$ cat config.mk
export PLATFORM = sky130hd
export DESIGN_NAME = fwd_hazard_ctrl_flat
export DESIGN_NICKNAME = d
export VERILOG_FILES = /design/src/rtl/fwd_hazard_if.sv /design/src/rtl/fwd_hazard_ctrl.sv /design/src/flat_wrapper.sv
export SDC_FILE = /design/constraint.sdc
export NUM_CORES = 1
export LEC_CHECK = 0
export ABC_AREA = 0
export CORE_UTILIZATION = 52
export DETAILED_ROUTE_END_ITERATION = 10
export GPL_TIMING_DRIVEN = 0
export PLACE_DENSITY_LB_ADDON = 0.08
export SLEW_MARGIN = 10
export SYNTH_ARGS = -nofsm -noshare
export SYNTH_HDL_FRONTEND = slang
export SYNTH_SLANG_ARGS = --single-unit
$ cat constraint.sdc
create_clock -name clk -period 4.6 [get_ports clk]
set_clock_uncertainty 0.1 [all_clocks]
set_input_delay 0.92 -clock clk [delete_from_list [all_inputs] [get_ports clk]]
set_output_delay 0.92 -clock clk [all_outputs]
set_load 0.005 [all_outputs]
$ cat src/rtl/fwd_hazard_if.sv
// fwd_hazard_if: ID-stage decoder <-> forwarding/hazard controller signals.
// HAZARD_STATS_EN adds the stall_cnt/fwd_cnt statistics outputs.
interface fwd_hazard_if;
   logic       id_valid;
   logic [4:0] id_rs;
   logic [4:0] id_rt;
   logic [4:0] id_dst;
   logic       id_regwrite;
   logic       id_memread;
   logic       id_multi;
   logic       flush;
   logic [1:0] fwd_a_sel;
   logic [1:0] fwd_b_sel;
   logic       stall;
   logic       md_busy;
`ifdef HAZARD_STATS_EN
   logic [15:0] stall_cnt;
   logic [15:0] fwd_cnt;
   modport master (output id_valid, id_rs, id_rt, id_dst, id_regwrite, id_memread, id_multi, flush,
                   input fwd_a_sel, fwd_b_sel, stall, md_busy, stall_cnt, fwd_cnt);
   modport slave  (input id_valid, id_rs, id_rt, id_dst, id_regwrite, id_memread, id_multi, flush,
                   output fwd_a_sel, fwd_b_sel, stall, md_busy, stall_cnt, fwd_cnt);
`else
   modport master (output id_valid, id_rs, id_rt, id_dst, id_regwrite, id_memread, id_multi, flush,
                   input fwd_a_sel, fwd_b_sel, stall, md_busy);
   modport slave  (input id_valid, id_rs, id_rt, id_dst, id_regwrite, id_memread, id_multi, flush,
                   output fwd_a_sel, fwd_b_sel, stall, md_busy);
`endif
endinterface

$ cat src/rtl/fwd_hazard_ctrl.sv
// fwd_hazard_ctrl: EX-operand forwarding selects plus load-use and mult/div stall control.
// Define HAZARD_STATS_EN to add saturating stall_cnt/fwd_cnt statistics counters.
module fwd_hazard_ctrl #(
   parameter int MD_LAT = 4,
   parameter int CNT_W  = 4
) (
   input logic        clk,
   input logic        rst,
   fwd_hazard_if.slave bus
);
   typedef struct packed {
      logic       valid;
      logic [4:0] dst;
      logic       regwrite;
      logic       memread;
   } rec_t;

   localparam rec_t BUBBLE = '0;

   // WB needs no record: the write-through register file already serves its data.
   rec_t             ex_q, ex_d, mem_q, mem_d, id_rec;
   logic [CNT_W-1:0] md_cnt_q, md_cnt_d;
   logic [1:0]       a_sel_q, a_sel_d, b_sel_q, b_sel_d;
   logic             issue, load_use, md_busy, hold_bubble;

   function automatic logic hit(input rec_t r, input logic [4:0] src);
      return r.valid & r.regwrite & (|r.dst) & (r.dst == src);
   endfunction

   function automatic logic [1:0] pick(input rec_t ex, input rec_t mem, input logic [4:0] src);
      return hit(ex, src) ? 2'b10 : hit(mem, src) ? 2'b01 : 2'b00;
   endfunction

   always_comb begin
      id_rec      = {1'b1, bus.id_dst, bus.id_regwrite, bus.id_memread};
      issue       = bus.id_valid & ~bus.flush;
      md_busy     = |md_cnt_q;
      load_use    = issue & ex_q.memread & (hit(ex_q, bus.id_rs) | hit(ex_q, bus.id_rt));
      hold_bubble = load_use | ~issue;
      ex_d        = md_busy ? ex_q : hold_bubble ? BUBBLE : id_rec;
      mem_d       = md_busy ? BUBBLE : ex_q;
      a_sel_d     = md_busy ? a_sel_q : hold_bubble ? 2'b00 : pick(ex_q, mem_q, bus.id_rs);
      b_sel_d     = md_busy ? b_sel_q : hold_bubble ? 2'b00 : pick(ex_q, mem_q, bus.id_rt);
      md_cnt_d    = md_busy ? md_cnt_q - 1'b1 :
                    (~hold_bubble & bus.id_multi) ? CNT_W'(MD_LAT - 1) : '0;
   end

   always_ff @(posedge clk or posedge rst) begin
      if (rst) begin
         ex_q     <= BUBBLE;
         mem_q    <= BUBBLE;
         md_cnt_q <= '0;
         a_sel_q  <= 2'b00;
         b_sel_q  <= 2'b00;
      end else begin
         ex_q     <= ex_d;
         mem_q    <= mem_d;
         md_cnt_q <= md_cnt_d;
         a_sel_q  <= a_sel_d;
         b_sel_q  <= b_sel_d;
      end
   end

   assign bus.fwd_a_sel = a_sel_q;
   assign bus.fwd_b_sel = b_sel_q;
   assign bus.stall     = load_use | md_busy;
   assign bus.md_busy   = md_busy;

`ifdef HAZARD_STATS_EN
   logic [15:0] stall_cnt_q, stall_cnt_d, fwd_cnt_q, fwd_cnt_d;

   always_comb begin
      stall_cnt_d = (bus.stall & ~&stall_cnt_q) ? stall_cnt_q + 16'd1 : stall_cnt_q;
      fwd_cnt_d   = ((|a_sel_d | |b_sel_d) & ~&fwd_cnt_q) ? fwd_cnt_q + 16'd1 : fwd_cnt_q;
   end

   always_ff @(posedge clk or posedge rst) begin
      if (rst) begin
         stall_cnt_q <= '0;
         fwd_cnt_q   <= '0;
      end else begin
         stall_cnt_q <= stall_cnt_d;
         fwd_cnt_q   <= fwd_cnt_d;
      end
   end

   assign bus.stall_cnt = stall_cnt_q;
   assign bus.fwd_cnt   = fwd_cnt_q;
`endif
endmodule

$ cat src/flat_wrapper.sv
// flat-port wrapper written by rule: the top's interface ports become plain ports
module fwd_hazard_ctrl_flat 
#(
   parameter int MD_LAT = 4,
   parameter int CNT_W  = 4
)
  (clk, rst, bus_id_valid, bus_id_rs, bus_id_rt, bus_id_dst, bus_id_regwrite, bus_id_memread, bus_id_multi, bus_flush, bus_fwd_a_sel, bus_fwd_b_sel, bus_stall, bus_md_busy);
  fwd_hazard_if bus_i ();
  input logic clk;
  input logic rst;
  input wire logic [$bits(bus_i.id_valid)-1:0] bus_id_valid;
  input wire logic [$bits(bus_i.id_rs)-1:0] bus_id_rs;
  input wire logic [$bits(bus_i.id_rt)-1:0] bus_id_rt;
  input wire logic [$bits(bus_i.id_dst)-1:0] bus_id_dst;
  input wire logic [$bits(bus_i.id_regwrite)-1:0] bus_id_regwrite;
  input wire logic [$bits(bus_i.id_memread)-1:0] bus_id_memread;
  input wire logic [$bits(bus_i.id_multi)-1:0] bus_id_multi;
  input wire logic [$bits(bus_i.flush)-1:0] bus_flush;
  output wire logic [$bits(bus_i.fwd_a_sel)-1:0] bus_fwd_a_sel;
  output wire logic [$bits(bus_i.fwd_b_sel)-1:0] bus_fwd_b_sel;
  output wire logic [$bits(bus_i.stall)-1:0] bus_stall;
  output wire logic [$bits(bus_i.md_busy)-1:0] bus_md_busy;
  assign bus_i.id_valid = bus_id_valid;
  assign bus_i.id_rs = bus_id_rs;
  assign bus_i.id_rt = bus_id_rt;
  assign bus_i.id_dst = bus_id_dst;
  assign bus_i.id_regwrite = bus_id_regwrite;
  assign bus_i.id_memread = bus_id_memread;
  assign bus_i.id_multi = bus_id_multi;
  assign bus_i.flush = bus_flush;
  assign bus_fwd_a_sel = bus_i.fwd_a_sel;
  assign bus_fwd_b_sel = bus_i.fwd_b_sel;
  assign bus_stall = bus_i.stall;
  assign bus_md_busy = bus_i.md_busy;
  fwd_hazard_ctrl #(.MD_LAT(MD_LAT), .CNT_W(CNT_W)) u_core (.clk(clk), .rst(rst), .bus(bus_i));
endmodule
==> flow_results.org <==
** Pwr
- Power per Cell Area :: 451.6 nW/um^2
- The analysis attributes to net switching a power of between 0.0002 and 0.00025 W.
- The internal power of the cells totals 0.0004413 W.
- Of the total power, combinational logic draws slightly below 40%.
- Sequential share of power :: 47.0%
- Net switching is a little over a third of the power.
- Worst supply voltage drop on vdd :: between 0.0003 and 0.0004 V
- Power, Total :: 0.0006757 W
- Summed over all cells, the static leakage comes to around 0.66 nW.
- Of the total power, the clock network draws 13.8%.

** Route
- The count of nets left with antenna violations once routing finished came out at 0.
- Overall routed net length :: between 2 and 2.5 mm
- Via count normalized by instance count :: 5.621
- Avg WL per Cell :: about 14 um
- The routed layout has a little over 900 vias.
- For this run, the detailed router's first-pass iteration total came to 4.
- Detailed Route Iter0 Violations :: 19
- After detailed routing, the number of remaining DRC violations is 0.

** Placed design
- Worst setup slack after placement :: ~0.66 ns
- During placement, the flow inserted port buffers numbering 27.
- Detail Placement HPWL :: 1.819 mm
- RD Place Congestion :: around 0.9
- Placed instance count :: between 150 and 200

** STA
- Counting I/O delays and the setup requirement, the final critical path takes 3.925 ns.
- Final clock period utilization by the worst path :: between 80% and 90%
- Number of setup violations in the final report :: 0
- The number of hold-slack violations in the final timing report is 0.
- Setup total negative slack on the finished layout was measured at 0 ns.
- Setup slack closes at 0.6752 ns.
- For this run, the top clock speed supported by timing is between 200 and 300 MHz.
- Fin. max-slew vios :: 0
- Measured against its own limit, the worst slew margin works out to around 45%.
- Unrepaired setup endpoints after global routing :: false
- For the pin with the worst max-slew slack, the measured transition is 0.8186 ns.

** Finish
- Seq. cell area :: between 500 and 600 um^2
- Area overhead of the layout relative to synthesis :: 28.33%
- Cells fill between 70% and 80% of the core in the end.
- Filler-free cell count of the finished design :: between 150 and 200
- Area taken by multi-input logic gates :: 544.3 um^2
- Filler instances :: 163
- Total Nets Final :: 158
- 0 antenna diodes ended up in the layout.
- Commonest non-fill, non-tap cells in the layout :: sky130_fd_sc_hd__clkdlybuf4s50_1, sky130_fd_sc_hd__dfrtp_1, sky130_fd_sc_hd__xnor2_1
- Of the cells placed in the final design, the portion with a size suffix greater than 1 is 7.463%.
- Most common cell after layout, fill and taps aside :: sky130_fd_sc_hd__clkdlybuf4s50_1

** Critical path
- The worst register-to-register path has a setup slack of roughly 2.5 ns.
- The critical path is of the in2out type.
- Worst R2R Start :: u_core.md_cnt_q[0]
- The number of cells on the worst reg-to-reg path is 7.
- For the worst setup path, the data arrival time is approximately 2.9 ns.
- Crit. End Element :: primary output
- The endpoint identified for the worst register-to-register timing path is u_core.md_cnt_q[0].
- STA puts the critical path data required time at around 3.6 ns.
- Startpoint kind of the worst setup timing path :: primary input
- Worst-path fanout max :: 10

** Logic synthesis
- When the netlist entered floorplanning its net count stood at 126.
- Yosys mapped the design onto 28 distinct sky130hd cell types.
- Synth Instances :: ~100
- The synthesized design contains 23 register bits.
- Cell area after synthesis :: roughly 1200 um^2
- In this run the mean area of a mapped cell was between 10 and 15 um^2.
- Syn. warnings :: 0
- Sequential elements use between 40% and 50% of the synthesized area.

** Die
- Die Span X :: roughly 49 um
- In this run the count of I/O pins placed on the die edge is 28.
- The floorplan has 16 rows.
- The floorplan step defined a die boundary enclosing around 2400 um^2.
- Initial Util :: 57.11%
- Core Box Area :: between 2000 and 2500 um^2
- From bottom edge to top edge, the die measures between 40 and 50 um.

** GRT
- Entering global routing, the biggest net connects 24 pins.
- Total congestion overflow :: 0
- Global Route Usage Sum :: between 20% and 30%
- Global-route wire length before repair :: about 4.1 mm
- Via count of the first global-routing pass :: between 900 and 1000
- Number of antenna violations at the first check in global routing :: 0

** Clocking
- TritonCTS built the clock tree.
- Post-CTS Setup Inserts :: 0
- In this run the number of H-tree levels came out at 1.
- Buffers inserted to repair hold after CTS numbered 0.
- Max clock buf depth :: 2
- At the later pin of the worst-skew pair, clock insertion delay measures around 0.31 ns.
- Clock-pin slew was measured on the worst setup and hold paths at between 0.1 and 0.15 ns.
- The tree built by TritonCTS fans out to 23 sinks.
- The cell sitting at the root of the clock tree is a sky130_fd_sc_hd__clkbuf_4.
- Clock buffers created by TritonCTS :: 3
- Post-cts repair resize count :: 0

** Min path
- The startpoint identified for the worst hold timing path is u_core.bus.fwd_a_sel[1].
- Hold Path Stages :: 2
- The tightest min-delay check is of the reg2reg type.
- The worst hold path terminates at u_core.bus.fwd_a_sel[1].

** Status
- Outcome :: complete, no violations

** Run
- Max-cap viol count :: 0
==> cells by family after synthesis <==
kind of cell	count (synthesis)	synth area share, %
flops	23	49.36
fa+ha+maj	1	1.073
compound gates	22	16.09
simple gates	29	14.49
buf+inv	8	3.970
xor+xnor	20	15.02
==> power groups by stage <==
stage          Clock (W)  Combinational (W)  Sequential (W)
6_report       0.0000935           0.000264        0.000318
5_1_grt         0.000103           0.000295        0.000329
4_1_cts        0.0000966           0.000268        0.000318
3_5_place_dp           0           0.000267        0.000323
3_3_place_gp           0           0.000253        0.000321
2_1_floorplan          0           0.000190        0.000304
==> stage by stage <==
| stage | hold slack, ns | cell area (um^2) |
|---|---|---|
| after detailed placement | 0.3737 | 1470 |
| after global routing | 0.4220 | 1496 |
| final | 0.3984 | 1496 |
| after global placement | 0.3659 | 1470 |
| after CTS | 0.4024 | 1496 |
| after floorplan | 0.3702 | 1166 |
==> flip-flops by register name, indices dropped and copies added (netlist names) <==
signal,count
u_core.md_cnt_q,4
u_core.ex_q,8
u_core.bus.fwd_b_sel,2
u_core.mem_q,7
u_core.bus.fwd_a_sel,2
==> worst max-delay path by stage <==
stage	start	endpoint	slack, ns	depth (start not counted)
final	bus_id_rs[1]	bus_stall	0.68	8
after global routing	bus_id_rt[1]	bus_stall	0.48	8
after CTS	bus_id_rs[1]	bus_stall	0.66	8
after detailed placement	bus_id_rs[1]	bus_stall	0.66	8
after global placement	bus_id_rt[1]	bus_stall	0.69	8
after floorplan	bus_id_rt[1]	bus_stall	1.80	6
==> routing by layer <==
metal	global-route usage, %	wire length [um]	share of wire, %
met5	0	0	0
met4	9.804	42	1.8
met3	3.738	80	3.4
met2	40.18	1186	51
met1	26.96	1015	44
==> layout make-up <==
type / instances / area share (%)
sequential: 23 / 38.46
multi-input combinational: 72 / 36.37
timing repair buffer: 27 / 18.06
tap: 27 / 2.258
buffer: 3 / 1.839
clock buffer: 4 / 1.756
inverter: 5 / 1.254
==> synthesized netlist by cell type <==
library cell / number / area (um^2)
sky130_fd_sc_hd__o21ai_0: 3 / 15.01
sky130_fd_sc_hd__buf_2: 1 / 5.000
sky130_fd_sc_hd__nand2b_1: 1 / 6.260
sky130_fd_sc_hd__nor3_1: 3 / 15.01
sky130_fd_sc_hd__nand2_1: 3 / 11.26
sky130_fd_sc_hd__a31o_2: 1 / 8.760
sky130_fd_sc_hd__nand4_1: 2 / 12.51
sky130_fd_sc_hd__a21o_1: 1 / 7.510
sky130_fd_sc_hd__o211ai_2: 1 / 12.51
sky130_fd_sc_hd__nor2_1: 5 / 18.77
sky130_fd_sc_hd__inv_1: 5 / 18.77
sky130_fd_sc_hd__o31ai_1: 2 / 15.01
sky130_fd_sc_hd__nand3b_1: 1 / 7.510
sky130_fd_sc_hd__nand3_1: 4 / 20.02
sky130_fd_sc_hd__and2_1: 6 / 37.54
sky130_fd_sc_hd__nor3b_4: 1 / 18.77
sky130_fd_sc_hd__a32o_1: 10 / 100.1
sky130_fd_sc_hd__a22o_1: 1 / 8.760
sky130_fd_sc_hd__xor2_1: 8 / 70.07
sky130_fd_sc_hd__ha_1: 1 / 12.51
sky130_fd_sc_hd__or4_1: 1 / 7.510
sky130_fd_sc_hd__buf_6: 2 / 22.52
sky130_fd_sc_hd__and2_2: 1 / 7.510
sky130_fd_sc_hd__or3_1: 1 / 6.260
sky130_fd_sc_hd__dfrtp_1: 23 / 575.6
sky130_fd_sc_hd__xnor2_1: 12 / 105.1
sky130_fd_sc_hd__a21oi_1: 2 / 10.01
sky130_fd_sc_hd__o311a_1: 1 / 10.01
==> worst max-delay path, cell delays in order <==
cell and delay, ns:
sky130_fd_sc_hd__clkdlybuf4s50_1 0.53, sky130_fd_sc_hd__xnor2_1 0.14, sky130_fd_sc_hd__nand4_1 0.15, sky130_fd_sc_hd__nor2_1 0.18, sky130_fd_sc_hd__o211ai_2 0.15, sky130_fd_sc_hd__buf_6 0.17, sky130_fd_sc_hd__o21ai_0 0.15, sky130_fd_sc_hd__clkdlybuf4s50_1 0.51
Note: power is estimated with default switching activity, not from simulation.
